### config.mk
export PLATFORM = sky130hd
export DESIGN_NAME = pipeline_hazard_ctrl
export DESIGN_NICKNAME = d
export VERILOG_FILES = /design/src/rtl/pipeline_hazard_ctrl_pkg.sv /design/src/rtl/pipeline_hazard_ctrl_miss_stall_fsm.sv /design/src/rtl/pipeline_hazard_ctrl.sv
export SDC_FILE = /design/constraint.sdc
export NUM_CORES = 1
export LEC_CHECK = 0
export ABC_AREA = 1
export BUFFER_PORTS_ARGS = -buffer_cell sky130_fd_sc_hd__buf_2
export CELL_PAD_IN_SITES_DETAIL_PLACEMENT = 2
export CELL_PAD_IN_SITES_GLOBAL_PLACEMENT = 2
export CORE_MARGIN = 8
export CORE_UTILIZATION = 19
export DETAILED_ROUTE_END_ITERATION = 6
export PLACE_DENSITY = 0.76
export SYNTH_ARGS = -nofsm -noshare
export SYNTH_HDL_FRONTEND = slang
export SYNTH_HIERARCHICAL = 1
export SYNTH_SLANG_ARGS = --single-unit
### constraint.sdc
create_clock -name clk -period 1.72 [get_ports clk]
set_input_delay 0.172 -clock clk [delete_from_list [all_inputs] [get_ports clk]]
set_output_delay 0.172 -clock clk [all_outputs]
set_load 0.03 [all_outputs]
### src/rtl/pipeline_hazard_ctrl_pkg.sv
// ---------------------------------------------------------------------------
// pipeline_hazard_ctrl_pkg
// Shared definitions for the pipeline hazard controller: the data-cache miss
// FSM state encoding and the operand forward-select codes driven on
// forwardA_E / forwardB_E.
// No ports (package).
// ---------------------------------------------------------------------------
package pipeline_hazard_ctrl_pkg;

   // Miss-freeze FSM states
   typedef enum logic [1:0] {
      IDLE   = 2'd0,
      MISS   = 2'd1,
      RESUME = 2'd2
   } miss_state_e;

   // Forward-select encodings for the EX-stage operand muxes
   localparam logic [1:0] FWD_REG = 2'b00;
   localparam logic [1:0] FWD_WB  = 2'b01;
   localparam logic [1:0] FWD_MEM = 2'b10;

endpackage

### src/rtl/pipeline_hazard_ctrl_miss_stall_fsm.sv
// ---------------------------------------------------------------------------
// miss_stall_fsm
// Data-cache miss freeze controller. A load/store in MEM that misses raises
// freeze in the same cycle, then the FSM sits in MISS for up to MISS_LAT
// cycles (fewer if refill_done arrives), followed by a single RESUME cycle in
// which the MEM instruction retires regardless of the hit input.
//
// Optional feature: HAZARD_PERF_EN exposes miss_start (IDLE->MISS entry)
// for the miss performance counter in the parent.
//
// Ports:
//   clk         in   clock
//   rst         in   asynchronous active-low reset
//   mem_access  in   load/store present in MEM
//   hit         in   cache hit for the MEM access
//   refill_done in   early refill completion (honoured only in MISS)
//   freeze      out  whole-pipeline freeze
//   miss_busy   out  FSM is in MISS or RESUME
//   miss_start  out  (HAZARD_PERF_EN only) miss detected in IDLE this cycle
// ---------------------------------------------------------------------------
module miss_stall_fsm
   import pipeline_hazard_ctrl_pkg::*;
#(
   parameter int MISS_LAT = 4
) (
   input  logic clk,
   input  logic rst,
   input  logic mem_access,
   input  logic hit,
   input  logic refill_done,
   output logic freeze,
   output logic miss_busy
`ifdef HAZARD_PERF_EN
  ,output logic miss_start
`endif
);

   // Counter only has to hold MISS_LAT-1
   localparam int CNT_BITS = (MISS_LAT > 1) ? $clog2(MISS_LAT) : 1;
   localparam logic [CNT_BITS-1:0] LOAD_VAL = CNT_BITS'(MISS_LAT - 1);

   miss_state_e         state;
   logic [CNT_BITS-1:0] count;
   logic                miss_entry;

   // A new miss is only recognised from IDLE, so the RESUME cycle never
   // re-freezes on the still-present hit=0 of the retiring instruction.
   // Everything is gated by rst so the outputs are quiet while reset is held.
   always_comb begin
      miss_entry = rst && (state == IDLE) && mem_access && !hit;
      freeze     = miss_entry || (rst && (state == MISS));
      miss_busy  = rst && ((state == MISS) || (state == RESUME));
   end

`ifdef HAZARD_PERF_EN
   assign miss_start = miss_entry;
`endif

   // MISS lasts count+1 cycles, i.e. MISS_LAT cycles after the detect
   // cycle, unless refill_done cuts it short. Reset abandons a miss outright.
   always_ff @(posedge clk or negedge rst) begin
      if (!rst) begin
         state <= IDLE;
         count <= '0;
      end else begin
         case (state)
            IDLE: begin
               if (mem_access && !hit) begin
                  count <= LOAD_VAL;
                  state <= MISS;
               end
            end
            MISS: begin
               if ((count == '0) || refill_done) begin
                  count <= '0;
                  state <= RESUME;
               end else begin
                  count <= count - 1'b1;
               end
            end
            RESUME: begin
               state <= IDLE;
            end
            default: begin
               count <= '0;
               state <= IDLE;
            end
         endcase
      end
   end

endmodule

### src/rtl/pipeline_hazard_ctrl.sv
// ---------------------------------------------------------------------------
// pipeline_hazard_ctrl
// Hazard unit for a 5-stage pipeline: EX operand forwarding (MEM over WB,
// x0 never forwarded), load-use stall, taken-branch flush, and the data-cache
// miss freeze (in miss_stall_fsm). A freeze suppresses stall/flush outputs;
// the frozen pipeline holds branch/load-use inputs so they act afterwards.
//
// Optional feature: define HAZARD_PERF_EN to add saturating performance
// counters stall_cnt, flush_cnt and miss_cnt.
//
// Ports:
//   clk, rst                    clock, asynchronous active-low reset
//   Rs1_D, Rs2_D                decode-stage source indices
//   Rs1_E, Rs2_E, Rd_E          execute-stage source/destination indices
//   Rd_M, Rd_W                  MEM / WB destination indices
//   RegWrite_M, RegWrite_W      MEM / WB register write enables
//   MemRead_E                   load in EX
//   branch                      taken redirect in EX
//   mem_access_M, hit           MEM load/store and its cache hit
//   refill_done                 early refill completion
//   forwardA_E, forwardB_E      operand forward selects (see package)
//   stall_F, stall_D            fetch/decode stall
//   flush_D, flush_E            decode/execute flush
//   freeze, miss_busy           miss freeze, miss FSM active
//   stall_cnt, flush_cnt,       (HAZARD_PERF_EN only) load-use cycles,
//   miss_cnt                     branch flushes, miss entries
// ---------------------------------------------------------------------------
module pipeline_hazard_ctrl
   import pipeline_hazard_ctrl_pkg::*;
#(
   parameter int REG_AW   = 5,
   parameter int MISS_LAT = 4,
   parameter int CNT_W    = 32
) (
   input  logic              clk,
   input  logic              rst,
   input  logic [REG_AW-1:0] Rs1_D,
   input  logic [REG_AW-1:0] Rs2_D,
   input  logic [REG_AW-1:0] Rs1_E,
   input  logic [REG_AW-1:0] Rs2_E,
   input  logic [REG_AW-1:0] Rd_E,
   input  logic [REG_AW-1:0] Rd_M,
   input  logic [REG_AW-1:0] Rd_W,
   input  logic              RegWrite_M,
   input  logic              RegWrite_W,
   input  logic              MemRead_E,
   input  logic              branch,
   input  logic              mem_access_M,
   input  logic              hit,
   input  logic              refill_done,
   output logic [1:0]        forwardA_E,
   output logic [1:0]        forwardB_E,
   output logic              stall_F,
   output logic              stall_D,
   output logic              flush_D,
   output logic              flush_E,
   output logic              freeze,
   output logic              miss_busy
`ifdef HAZARD_PERF_EN
  ,output logic [CNT_W-1:0]  stall_cnt,
   output logic [CNT_W-1:0]  flush_cnt,
   output logic [CNT_W-1:0]  miss_cnt
`endif
);

   // Reject illegal configurations at elaboration time
   if ((MISS_LAT < 1) || (MISS_LAT > 255) || (CNT_W < 1) || (REG_AW < 1)) begin : g_bad_param
      $error("pipeline_hazard_ctrl: illegal parameter value");
   end

   logic load_use;
`ifdef HAZARD_PERF_EN
   logic miss_start;
`endif

   // Forwarding: the MEM-stage result is newer than WB, so it wins. x0 is
   // hard-wired zero and must never be forwarded even if "written".
   always_comb begin
      forwardA_E = FWD_REG;
      if (RegWrite_M && (Rd_M != '0) && (Rd_M == Rs1_E))
         forwardA_E = FWD_MEM;
      else if (RegWrite_W && (Rd_W != '0) && (Rd_W == Rs1_E))
         forwardA_E = FWD_WB;

      forwardB_E = FWD_REG;
      if (RegWrite_M && (Rd_M != '0) && (Rd_M == Rs2_E))
         forwardB_E = FWD_MEM;
      else if (RegWrite_W && (Rd_W != '0) && (Rd_W == Rs2_E))
         forwardB_E = FWD_WB;
   end

   // Load-use holds F/D and bubbles EX. A taken branch discards the
   // dependent instruction anyway, so it overrides the stall. A freeze
   // or held reset silences all of these.
   always_comb begin
      load_use = MemRead_E && (Rd_E != '0) && ((Rd_E == Rs1_D) || (Rd_E == Rs2_D));
      stall_F  = rst && !freeze && load_use && !branch;
      stall_D  = rst && !freeze && load_use && !branch;
      flush_D  = rst && !freeze && branch;
      flush_E  = rst && !freeze && (branch || load_use);
   end

   miss_stall_fsm #(
      .MISS_LAT (MISS_LAT)
   ) u_miss_stall_fsm (
      .clk         (clk),
      .rst         (rst),
      .mem_access  (mem_access_M),
      .hit         (hit),
      .refill_done (refill_done),
      .freeze      (freeze),
      .miss_busy   (miss_busy)
`ifdef HAZARD_PERF_EN
     ,.miss_start  (miss_start)
`endif
   );

`ifdef HAZARD_PERF_EN
   // Saturating event counters; they count the effective (post-priority,
   // post-freeze) events so a deferred branch is counted once.
   always_ff @(posedge clk or negedge rst) begin
      if (!rst) begin
         stall_cnt <= '0;
         flush_cnt <= '0;
         miss_cnt  <= '0;
      end else begin
         if (stall_F && (stall_cnt != '1))
            stall_cnt <= stall_cnt + 1'b1;
         if (flush_D && (flush_cnt != '1))
            flush_cnt <= flush_cnt + 1'b1;
         if (miss_start && (miss_cnt != '1))
            miss_cnt <= miss_cnt + 1'b1;
      end
   end
`endif

endmodule
# Word level (Yosys, flattened, before mapping)
# Index checks and enable logic that the tools add are counted.
# word_totals
reg_bits,4
word_cells,58
in_bits,44
# classes
n_eq_ne,10
n_bitwise,1
n_reduce_logical,34
mux,10
addsub,1
# ops
op,count
equality test 5 bit,6
logical AND 1 bit,19
nonzero test 5 bit,3
2-to-1 mux 2 bit,6
case mux 2 bit (3 select lines),1
logical OR 1 bit,5
logical NOT 2 bit,2
"inequality test 2 bit, second input constant",2
case mux 2 bit (2 select lines),1
AND reduction 2 bit,2
logical NOT 1 bit,3
"equality test 2 x 1 -> 1 bit, second input constant",1
"equality test 2 bit, second input constant",1
2-to-1 mux 1 bit,2
"subtractor 2 x 1 -> 2 bit, second input constant",1
inverter 1 bit,1

# Longest topological paths before layout
# Gate-level depths: netlist of the first run.
# logic_depth
ltp_word,9
depth_mapped,11
mapped_depth_nobuf,10

# Hierarchy
# The synthesis of the first run kept the hierarchy.
# by_module_without_submodules
module,n_inst,area_each_um2,seq_area_each_um2,cells_per_inst
pipeline_hazard_ctrl,1,528.0,0.0,101
miss_stall_fsm,1,321.6,100.1,44

# Worst setup path after synthesis of the first run
# OpenSTA, ideal clock, no wires.
# synth_path
path_type,reg-to-output
from,register u_miss_stall_fsm.state[0]
to,output port stall_F
n_path_buf,1
setup_slack_ns,-0.360
path_stages_with_launch,12
required_time_ns,1.548
t_arrival_ns,1.908
path_cell_list,dfrtp_1 inv_1 ha_1 inv_2 nor2_1 o21a_1 nor2_1 nand3_1 inv_1 nand2_2 nor2_2 buf_4
# synth_between
elab_chain_len,9
word_cells_on_any_way,11
# synth_rtl
item,line_no,rtl
from (decl),pipeline_hazard_ctrl_miss_stall_fsm.sv:42,miss_state_e state;
from (signal assigned),pipeline_hazard_ctrl_miss_stall_fsm.sv:63,state <= IDLE;
from (signal assigned),pipeline_hazard_ctrl_miss_stall_fsm.sv:70,state <= MISS;
from (signal assigned),pipeline_hazard_ctrl_miss_stall_fsm.sv:76,state <= RESUME;
logical NOT 2 bit,pipeline_hazard_ctrl_miss_stall_fsm.sv:50,miss_entry = rst && (state == IDLE) && mem_access && !hit;
logical AND 1 bit (3 in series),pipeline_hazard_ctrl_miss_stall_fsm.sv:50,
logical OR 1 bit *,pipeline_hazard_ctrl_miss_stall_fsm.sv:51,freeze = miss_entry || (rst && (state == MISS));
named net freeze,pipeline_hazard_ctrl.sv:57,"output logic freeze,"
logical NOT 1 bit *,--,
logical AND 1 bit * (3 in series),--,
to (decl),pipeline_hazard_ctrl.sv:53,"output logic stall_F,"
# The timed path passes the listed nets; every way through them passes the cells marked *.

# Final worst setup path of the first run
# layout_path
from,register u_miss_stall_fsm.state[0]
to,output port stall_F
# layout_between
elab_chain_len,9
word_cells_on_any_way,11
# layout_rtl
item,line_no,rtl
logical NOT 2 bit,pipeline_hazard_ctrl_miss_stall_fsm.sv:50,
logical AND 1 bit (3 in series),pipeline_hazard_ctrl_miss_stall_fsm.sv:50,
logical OR 1 bit *,pipeline_hazard_ctrl_miss_stall_fsm.sv:51,
logical NOT 1 bit *,pipeline_hazard_ctrl.sv:97,stall_F = rst && !freeze && load_use && !branch;
logical AND 1 bit * (3 in series),pipeline_hazard_ctrl.sv:97,
# Mark *: on every way between the ends. The rest lies on a longest branch, timed or not.

==> results of run 1 <==
[worst paths after layout]
kind / startpoint / endpoint / slack [ps] / cells past startpoint
hold / removal: refill_done / u_miss_stall_fsm/count[0]$_DFFE_PN0P_ / 370 / 6
min in group asynchronous: rst / u_miss_stall_fsm/count[0]$_DFFE_PN0P_ / 410 / 2
max in group asynchronous: rst / u_miss_stall_fsm/state[1]$_DFFE_PN0P_ / 1100 / 2
setup / recovery: u_miss_stall_fsm/state[0]$_DFFE_PN0P_ / stall_F / -110 / 11
setup reg to reg: u_miss_stall_fsm/state[0]$_DFFE_PN0P_ / u_miss_stall_fsm/count[1]$_DFFE_PN0P_ / 60 / 12
hold reg to reg: u_miss_stall_fsm/count[0]$_DFFE_PN0P_ / u_miss_stall_fsm/count[0]$_DFFE_PN0P_ / 490 / 2
[routing by layer]
metal,GRT usage [%],vias up
met3,3.22,2
met2,20.7,36
met4,2.88,0
met1,10.6,524
met5,0,-
li1,-,570
[synthesized netlist by cell type (all sizes together)]
cell type / number / area [um2]
nand2: 50 / 200
inv: 24 / 90.1
nor2: 21 / 88.8
xnor2: 16 / 140
nand3: 9 / 45.0
xor2: 6 / 52.6
ha: 5 / 62.6
dfrtp: 4 / 100
nor3: 4 / 30.0
o21ai: 2 / 13.8
a21oi: 1 / 5.00
buf: 1 / 7.51
nand4: 1 / 6.26
o21a: 1 / 7.51
[what timing repair did]
item,in CTS,in global routing
hold endpoints to repair,4,0
resized for setup,12,3
hold buffers,1,0
buffers inserted,11,2
pin swaps,3,2
endpoints found under the setup margin,4,6
[placed cells by master (no fill, tap or decap)]
| master | synthesis | layout |
|---|---|---|
| dlygate4sd3_1 | 0 | 1 |
| buf_4 | 1 | 13 |
| ha_4 | 0 | 1 |
| o21a_4 | 0 | 1 |
| inv_2 | 5 | 7 |
| nor3_2 | 2 | 2 |
| nand2_4 | 0 | 1 |
| xnor2_1 | 16 | 16 |
| nor2_2 | 1 | 1 |
| dfrtp_1 | 4 | 4 |
| buf_6 | 0 | 4 |
| nor2_1 | 19 | 17 |
| ha_2 | 0 | 1 |
| buf_2 | 0 | 49 |
| nor3_1 | 2 | 2 |
| nand3_2 | 0 | 1 |
| nand4_1 | 1 | 1 |
| nand3_1 | 9 | 8 |
| nand2_1 | 45 | 44 |
| ha_1 | 5 | 3 |
| inv_1 | 19 | 16 |
| o21ai_2 | 1 | 1 |
| nand2_2 | 5 | 5 |
| clkbuf_8 | 0 | 3 |
| o21ai_0 | 1 | 1 |
| nor2_4 | 1 | 3 |
| xor2_1 | 6 | 6 |
| a21oi_1 | 1 | 1 |
| inv_4 | 0 | 1 |
[power breakdown]
part           switching [mW]  internal (mW)  leakage (nW)
Combinational           0.546          0.485         0.732
Clock                  0.0506          0.149        0.0216
Sequential             0.0350          0.143        0.0494
[area by class of cell]
| cell class | instances | share of cell area (%) |
|---|---|---|
| clock buffers | 3 | 2.95 |
| inverters | 24 | 6.62 |
| multi-input cells | 116 | 50.2 |
| flip-flops and latches | 4 | 7.16 |
| well taps | 52 | 4.65 |
| repair buffers | 67 | 28.4 |
[critical path, cell delays in order (launching register included)]
cell and delay (ps):
dfrtp_1 380, inv_2 70, ha_4 170, inv_4 50, nor2_2 40, o21a_4 200, nor2_4 90, nand3_2 80
inv_2 70, nand2_4 50, nor2_4 100, buf_6 140
[through the flow]
step                      instance area [um2]  setup TNS [ps]  setup WS (ps)
after floorplan                           883           -51.0          -51.0
after global placement                   1210               0           49.1
after detailed placement                 1210           -5.90          -4.04
after CTS                                1380            -333           -114
after global routing                     1400            -722           -208
final                                    1400            -336           -111
[state kept, by name, indices dropped and copies added (netlist names)]
signal and count:
u_miss_stall_fsm/state 2, u_miss_stall_fsm/count 2
[logic make-up after synthesis]
logic type	after synthesis	share of synthesized area (%)
and+or+nand+nor	85	43.6
buffers and inverters	25	11.5
xor gates and xnor gates	22	22.7
adders and majority gates	5	7.36
AOI/OAI and AO/OA	4	3.09
DFF	4	11.8
==> results.tsv, run 1 <==
stage	metric	value	unit
run_status	outcome	finished, violations left	
run_status	violations	setup timing	
cells_and_area	fin_cells	266	
floorplanning	fp.dieH	82.9	um
pwr	irDropWorstVdd	336	uV
cells_and_area	ff_latch_area	100	um2
logic_synthesis	yosysUniqueCellTypes	20	
sta	relSlewSlack	80.9	%
worst_setup_path	worst-setup-path-type	flop to primary output	
sta	max_freq	546	MHz
route	finalWirelength	3780	um
sta	fin_hold_ws	368	ps
route	drt_iter0_drc	24	
global_route	grt_use_total	10.7	%
cells_and_area	area_delta_synth_final	64.7	%
hold_path	hold_path_class	input port to flop	
logic_synthesis	syn-num-nets	194	
route	antenna_left	0	
clock_tree	clock_path_buffers	2	
route	wl_per_cell	14.2	um
logic_synthesis	seq_area_frac_synth	11.8	%
placement	port-buffer-count	53	
clock_tree	cts_htree_levels	1	
logic_synthesis	syn_area_per_cell	5.86	um2
sta	period_share	106	%
sta	drv_slew	0	
global_route	grt_pass1_wl	6130	um
route	drt-met1-wl	1510	um
route	top_layer	met4	
cells_and_area	diodes	0	
global_route	grt_overflow_total	0	
placement	dp_cells	250	
pwr	leakagePower	0.803	nW
route	viasPerCell	4.26	
logic_synthesis	ys_ff_latch	4	
clock_tree	clkTransAtPathRegs	30	ps
route	drc	0	
global_route	grt_max_degree	6	
global_route	antenna_found_initial	0	
worst_setup_path	critPathCaptureType	primary output	
sta	finalHoldViolCount	0	
floorplanning	num_rows	24	
clock_tree	cts_tree	built	
floorplanning	core-area	4320	um2
floorplanning	die_w	82.9	um
clock_tree	cts_made_buffers	3	
worst_setup_path	critPathLaunchType	flop	
global_route	grt_pass1_vias	1290	
sta	setup_viol	4	
clock_tree	insertion_delay	220	ps
cells_and_area	multi_input_area	702	um2
clock_tree	clockRootBuffer	clkbuf_8	
route	wl_met3	197	um
worst_setup_path	crit_arrival	1660	ps
sta	rsz0062_at_grt	true	
floorplanning	initial_core_util	19.6	%
cells_and_area	fin_nets	265	
sta	setup_slack	-111	ps
worst_setup_path	critPathRequiredTime	1550	ps
route	drtPass1Iterations	2	
floorplanning	ios	54	
sta	worst_pin_slew	283	ps
floorplanning	dieArea	6870	um2
route	dr_wl_met2	2050	um
cells_and_area	utilization	32.3	%
cells_and_area	drive_gt1_share	43.9	%
route	num_vias	1132	
worst_setup_path	worstPathMaxFanout	3	
placement	gp_congestion	0.703	
logic_synthesis	yosysWarnings	6	
run	drv_cap	0	
clock_tree	cts_sinks	4	
pwr	powerDensity	1010	nW/um2
sta	worst_clock_skew	5.14	ps
pwr	finalPower	1.41	mW
logic_synthesis	syn_inst	145	
cells_and_area	fillers	557	
sta	period_needed	1830	ps
placement	dp_hpwl	3060	um
logic_synthesis	syn_area	850	um2
Power figures use the tool's default switching activity.
==> run 2, diff against run 1 <==
--- a/config.mk
+++ b/config.mk
@@ -9,10 +9,12 @@
 export BUFFER_PORTS_ARGS = -buffer_cell sky130_fd_sc_hd__buf_2
 export CELL_PAD_IN_SITES_DETAIL_PLACEMENT = 2
 export CELL_PAD_IN_SITES_GLOBAL_PLACEMENT = 2
+export CORE_ASPECT_RATIO = 0.7
 export CORE_MARGIN = 8
 export CORE_UTILIZATION = 19
 export DETAILED_ROUTE_END_ITERATION = 6
-export PLACE_DENSITY = 0.76
+export MAX_ROUTING_LAYER = met4
+export PLACE_DENSITY_LB_ADDON = 0.2
 export SYNTH_ARGS = -nofsm -noshare
 export SYNTH_HDL_FRONTEND = slang
 export SYNTH_HIERARCHICAL = 1
==> run 2 against run 1 <==
Against the previous run: the flow still finishes with violations (setup timing); clock skew down 1.7 ps; design area up 0.18%; worst hold slack gained 2.3 ps; critical path type unchanged; critical endpoint is now stall_D; largest cell class unchanged; largest power group unchanged; highest routed layer unchanged.
==> results.tsv, run 2 (same netlist as run 1, synthesis figures left out) <==
stage	metric	value	unit
run_status	outcome	finished, violations left	
run_status	violations	setup timing	
route	drt_iter0_drc	9	
worst_setup_path	critPathCaptureType	primary output	
route	drtPass1Iterations	3	
route	wl_per_cell	14.2	um
hold_path	hold_end	u_miss_stall_fsm/state[0]$_DFFE_PN0P_	
clock_tree	cts_sinks	4	
floorplanning	num_rows	20	
cells_and_area	ff_latch_area	100	um2
clock_tree	cts_tree	built	
clock_tree	cts_htree_levels	1	
sta	period_needed	1840	ps
clock_tree	clock_path_buffers	2	
global_route	grt_pass1_vias	1344	
floorplanning	die_w	95.9	um
pwr	irDropWorstVdd	256	uV
cells_and_area	final_common_cell	buf_2	
sta	relSlewSlack	80.8	%
global_route	grt_max_degree	6	
placement	dp_hpwl	3040	um
sta	worst_pin_slew	287	ps
sta	worst_clock_skew	3.40	ps
cells_and_area	area_delta_synth_final	64.9	%
worst_setup_path	worstPathMaxFanout	3	
floorplanning	ios	54	
floorplanning	dieArea	6900	um2
worst_setup_path	r2r_start	u_miss_stall_fsm/state[0]$_DFFE_PN0P_	
worst_setup_path	critPathBufInv	4	
worst_setup_path	worst-setup-path-type	flop to primary output	
hold_path	whs_path_depth	5	
sta	rsz0062_at_grt	true	
global_route	grt_pass1_wl	6200	um
floorplanning	fp.dieH	71.9	um
cells_and_area	fin_nets	263	
pwr	powerDensity	1000	nW/um2
cells_and_area	reg.largest.list	u_miss_stall_fsm/count (2), u_miss_stall_fsm/state (2)	
worst_setup_path	critPathLaunchType	flop	
hold_path	hold_path_class	input port to flop	
pwr	finalPower	1.40	mW
global_route	antenna_found_initial	0	
placement	place_area	1210	um2
floorplanning	core-area	4330	um2
cells_and_area	diodes	0	
global_route	grt_use_total	11.3	%
cells_and_area	final_cell_mix	buf_2, nand2_1, nor2_1	
clock_tree	clockRootBuffer	clkbuf_8	
route	viasPerCell	4.17	
worst_setup_path	critPathRequiredTime	1550	ps
route	finalWirelength	3780	um
sta	finalHoldViolCount	0	
clock_tree	clkTransAtPathRegs	30	ps
worst_setup_path	reg2reg_to	u_miss_stall_fsm/count[0]$_DFFE_PN0P_	
worst_setup_path	crit_arrival	1670	ps
floorplanning	initial_core_util	19.6	%
sta	setup_viol	4	
clock_tree	insertion_delay	220	ps
route	antenna_left	0	
route	drc	0	
placement	port-buffer-count	53	
worst_setup_path	critPathSlowestCell	dfrtp_1	
worst_setup_path	reg2reg_depth	12	
placement	gp_congestion	0.787	
sta	setup_slack	-120	ps
clock_tree	cts_made_buffers	3	
run	drv_cap	0	
sta	period_share	107	%
worst_setup_path	worstPathCellList	inv_2 -> ha_4 -> inv_4 -> nor2_2 -> o21a_4 -> nor2_4 -> nand3_2 -> inv_2 -> nand2_4 -> nor2_4 -> buf_6	
cells_and_area	final_area	1400	um2
cells_and_area	fillers	536	
sta	max_freq	543	MHz
route	num_vias	1113	
global_route	grt_overflow_total	0	
hold_path	hold_start	refill_done	
worst_setup_path	critical-path-top-delay-family	flip-flops	
sta	drv_slew	0	
pwr	leakagePower	0.797	nW
cells_and_area	drive_gt1_share	44.3	%
cells_and_area	multi_input_area	712	um2
worst_setup_path	crit_path_max_incr_delay	390	ps
worst_setup_path	reg2reg_slack	40	ps
-- run 2: changes by cell type in the layout (fill, tap and decap cells not counted) --
cell	before	now
nand2_2	5	6
nand2_1	44	42
nand2_4	1	2
buf_6	4	5
buf_4	13	10
-- run 2: power breakdown --
group,internal [mW],switching [mW]
combinational,0.479,0.556
clock,0.149,0.0445
sequential,0.143,0.0332
total,0.771,0.633
-- run 2: worst max path at each step --
stage | startpoint | to | slack (ps) | depth (start not counted)
floorplan | u_miss_stall_fsm/state[0]$_DFFE_PN0P_ | stall_F | -50 | 11
global placement | u_miss_stall_fsm/state[0]$_DFFE_PN0P_ | stall_F | 50 | 11
detailed placement | u_miss_stall_fsm/state[0]$_DFFE_PN0P_ | stall_D | 0.8 | 11
CTS | u_miss_stall_fsm/state[0]$_DFFE_PN0P_ | stall_D | -120 | 11
global route | u_miss_stall_fsm/state[0]$_DFFE_PN0P_ | stall_D | -200 | 11
finish | u_miss_stall_fsm/state[0]$_DFFE_PN0P_ | stall_D | -120 | 11
-- run 2: worst reg2reg max path, stage by stage, from the launching register on --
cell and delay (ps):
dfrtp_1 400, inv_2 100, ha_4 150, inv_4 30
buf_4 120, buf_4 120, buf_4 120, buf_4 120
buf_4 120, buf_6 110, nand2_1 70, nand2_1 60
nand2_1 70
-- run 2: final cells by class --
| class | instances | area share (%) |
|---|---|---|
| clock buffer | 3 | 2.95 |
| inverter | 24 | 6.61 |
| multi-input combinational | 116 | 50.8 |
| sequential | 4 | 7.14 |
| tap | 55 | 4.91 |
| timing repair buffer | 65 | 27.6 |
-- run 2: timing repair --
| action | 4_1_cts | 5_1_grt |
|---|---|---|
| pin swaps | 3 | 2 |
| resized for setup | 10 | 9 |
| endpoints found under the setup margin | 4 | 6 |
| setup buffers | 11 | 1 |
| hold endpoints to repair | 4 | 0 |
| hold buffers | 1 | 0 |
-- run 2: metrics by stage --
step | utilization, % | hold WS (ps) | setup TNS (ps) | setup slack, ps | std cells
2_1_floorplan | - | -124 | -51.0 | -51.0 | 145
3_3_place_gp | 28.0 | 13.4 | 0 | 50.9 | 253
3_5_place_dp | 28.0 | 14.2 | 0 | 0.804 | 253
4_1_cts | 31.9 | 347 | -348 | -118 | 268
5_1_grt | 32.4 | 410 | -693 | -199 | 267
6_report | 32.4 | 370 | -344 | -120 | 267
-- run 2: routing by layer --
layer / vias up / GRT usage, % / wire (um) / part of all wire [%]
met2: 28 / 21.4 / 2030 / 54
met4: 0 / 1.53 / 8 / 0.21
met1: 517 / 12.4 / 1510 / 40
met5: - / - / 0 / 0
met3: 2 / 1.44 / 227 / 6.0
li1: 566 / - / - / -
==> run 3, diff against run 2 <==
--- a/config.mk
+++ b/config.mk
@@ -17,5 +17,4 @@
 export PLACE_DENSITY_LB_ADDON = 0.2
 export SYNTH_ARGS = -nofsm -noshare
 export SYNTH_HDL_FRONTEND = slang
-export SYNTH_HIERARCHICAL = 1
 export SYNTH_SLANG_ARGS = --single-unit
==> run 3 against run 2 <==
Against the previous run: the run now ends clean; flip-flop and latch count unchanged; cell count decreased by 4.9%; total power decreased by 14%; clock-buffer cell count unchanged; synthesized area decreased by 5.0%; utilization increased by 0.15 points; first-iteration DRC count decreased by 22%; critical path depth decreased by 1; sequential share of layout area increased by 0.56 points; design area decreased by 7.3%.
==> results.tsv, run 3 <==
stage	metric	value	unit
run_status	outcome	finished clean	
clock_tree	insertion_delay	220	ps
pwr	internal_power	676	uW
logic_synthesis	synth_common_cells	nand2_1, inv_1, nor2_1, xnor2_1, o21ai_0	
logic_synthesis	async_flop_share	100	%
clock_tree	cts_htree_levels	1	
clock_tree	cts_tree	built	
cells_and_area	final_cell_mix	buf_2, nand2_1, nor2_1	
route	num_vias	1067	
logic_synthesis	syn-num-nets	187	
placement	port-buffer-count	53	
pwr	leakagePower	0.736	nW
logic_synthesis	synth-main-ff-cell	dfrtp_1	
clock_tree	cts_sinks	4	
pwr	p_comb_share	69.3	%
sta	setup_viol	0	
worst_setup_path	critPathLaunchType	flop	
global_route	antenna_found_initial	0	
pwr	power_frac_seq	14.2	%
logic_synthesis	syn_area	807	um2
run	drv_cap	0	
worst_setup_path	critPathRequiredTime	1550	ps
sta	max_freq	587	MHz
pwr	pwr-share-clk	16.5	%
logic_synthesis	syn_area_per_cell	5.85	um2
placement	dp_cells	242	
clock_tree	clockRootBuffer	clkbuf_8	
sta	period_needed	1700	ps
placement	gp_congestion	0.796	
cells_and_area	fin_nets	253	
sta	finalHoldViolCount	0	
global_route	grt_overflow_total	0	
global_route	grt_pass1_wl	5300	um
worst_setup_path	critPathCaptureType	primary output	
floorplanning	initial_core_util	20.2	%
logic_synthesis	syn_inst	138	
route	finalWirelength	3270	um
route	drtPass1Iterations	3	
floorplanning	core-area	3990	um2
floorplanning	die_w	93.9	um
cells_and_area	multi_input_area	646	um2
route	drt_iter0_drc	7	
logic_synthesis	synthDominantCellAreaShare	16.7	%
floorplanning	dieArea	6620	um2
hold_path	hold_path_class	input port to asynchronous set/reset pin	
cells_and_area	fillers	502	
sta	rsz0062_at_grt	true	
route	drc	0	
clock_tree	clock_path_buffers	2	
sta	worst_clock_skew	0.187	ps
logic_synthesis	yosysUniqueCellTypes	17	
worst_setup_path	crit_arrival	1530	ps
worst_setup_path	worst-setup-path-type	flop to primary output	
cells_and_area	final_common_cell	buf_2	
placement	dp_hpwl	2940	um
floorplanning	ios	54	
pwr	irDropWorstVdd	489	uV
clock_tree	clkTransAtPathRegs	30	ps
cells_and_area	fin_cells	254	
route	antenna_left	0	
logic_synthesis	yosysMostFrequentCell	nand2_1	
sta	period_share	99.1	%
logic_synthesis	ys_ff_latch	4	
global_route	grt_max_degree	9	
cells_and_area	reg.largest.list	u_miss_stall_fsm.count (2), u_miss_stall_fsm.state (2)	
logic_synthesis	synth_edf_count	0	
route	viasPerCell	4.20	
sta	drv_slew	0	
pwr	switchingPower	536	uW
logic_synthesis	synth.top_cells.by_area	nand2_1, xnor2_1, dfrtp_1	
pwr	swShare	44.2	%
route	wl_per_cell	12.9	um
cells_and_area	ff_latch_area	100	um2
cells_and_area	area_delta_synth_final	60.9	%
logic_synthesis	seq_area_frac_synth	12.4	%
worst_setup_path	worstPathMaxFanout	3	
clock_tree	cts_made_buffers	3	
sta	relSlewSlack	75.4	%
sta	fin_hold_ws	330	ps
sta	worst_pin_slew	365	ps
floorplanning	num_rows	19	
global_route	grt_use_total	10.0	%
cells_and_area	drive_gt1_share	40.1	%
floorplanning	fp.dieH	70.5	um
logic_synthesis	synth_area_leader_cell	nand2_1	
logic_synthesis	yosysWarnings	0	
pwr	powerDensity	933	nW/um2
cells_and_area	diodes	0	
global_route	grt_pass1_vias	1203	
[run 3: cell count changes after synthesis, moves of 2 or more]
cell	delta
nand3_1	-2
o21ai_0	+7
nand2_2	-4
nor3_1	-2
inv_1	+4
inv_2	-4
nand2_1	-9
nor2_1	+4
[run 3: path summary, 6_finish.rpt]
check | from | endpoint | slack, ps | depth (start not counted)
max in group asynchronous | rst | u_miss_stall_fsm.state[0]$_DFFE_PN0P_ | 1220 | 2
min | rst | u_miss_stall_fsm.count[0]$_DFFE_PN0P_ | 330 | 2
min in group clk | refill_done | u_miss_stall_fsm.count[0]$_DFFE_PN0P_ | 400 | 6
max reg2reg | u_miss_stall_fsm.state[0]$_DFFE_PN0P_ | u_miss_stall_fsm.count[1]$_DFFE_PN0P_ | 290 | 6
max | u_miss_stall_fsm.state[1]$_DFFE_PN0P_ | stall_D | 20 | 10
min reg2reg | u_miss_stall_fsm.count[0]$_DFFE_PN0P_ | u_miss_stall_fsm.count[0]$_DFFE_PN0P_ | 570 | 2
[run 3: layer usage]
metal | wire length, um | global-route usage [%] | up-vias
li1 | - | - | 546
met1 | 1490 | 11.2 | 481
met2 | 1590 | 17.3 | 36
met3 | 165 | 2.45 | 4
met4 | 30 | 2.63 | 0
met5 | 0 | - | -
[run 3: stage by stage]
step	setup TNS (ps)	setup slack (ps)	instance area [um2]	power, mW	utilization (%)
finish	0	15.1	1300	1.21	32.5
global route	-234	-69.1	1300	1.33	32.5
CTS	0	3.55	1240	1.10	31.1
detailed placement	0	30.6	1130	0.785	28.4
global placement	0	145	1130	0.745	28.4
floorplan	0	92.6	812	0.556	-
[run 3: area by class of cell]
cell class,count,share of cell area (%)
timing repair buffer,62,27.5
clock buffer,3,3.18
inverter,24,6.94
multi-input combinational,109,49.7
tap,52,5.01
sequential,4,7.71
[run 3: cells by family after synthesis]
logic type,after synthesis,share of synthesized area (%)
and+or+nand+nor,71,36.6
buffers and inverters,25,12.1
xor gates and xnor gates,22,23.9
AOI/OAI and AO/OA,11,7.29
adders and majority gates,5,7.75
DFF,4,12.4
[run 3: critical path: stages, from the launching register on]
cell     delay, ps
dfrtp_1        350
inv_2           70
ha_2           180
inv_2           60
o21ai_2         50
inv_2           60
nand2_2         60
nor2_4         120
nand2_2         80
nor2_4         130
buf_6          140
[run 3: repair_timing]
item | 4_1_cts | 5_1_grt
setup buffers | 3 | 5
hold buffers | 1 | 0
hold endpoints to repair | 4 | 0
pin swaps | 0 | 5
setup endpoints to repair | 5 | 4
gates cloned | 0 | 0
gates resized for setup | 13 | 9
[run 3: power groups by stage]
| stage | clock network, mW | registers (mW) | logic, mW |
|---|---|---|---|
| 3_5_place_dp | 0 | 0.172 | 0.613 |
| 4_1_cts | 0.208 | 0.171 | 0.723 |
| 5_1_grt | 0.219 | 0.178 | 0.937 |
| 2_1_floorplan | 0 | 0.161 | 0.395 |
| 3_3_place_gp | 0 | 0.166 | 0.579 |
| 6_report | 0.200 | 0.172 | 0.840 |
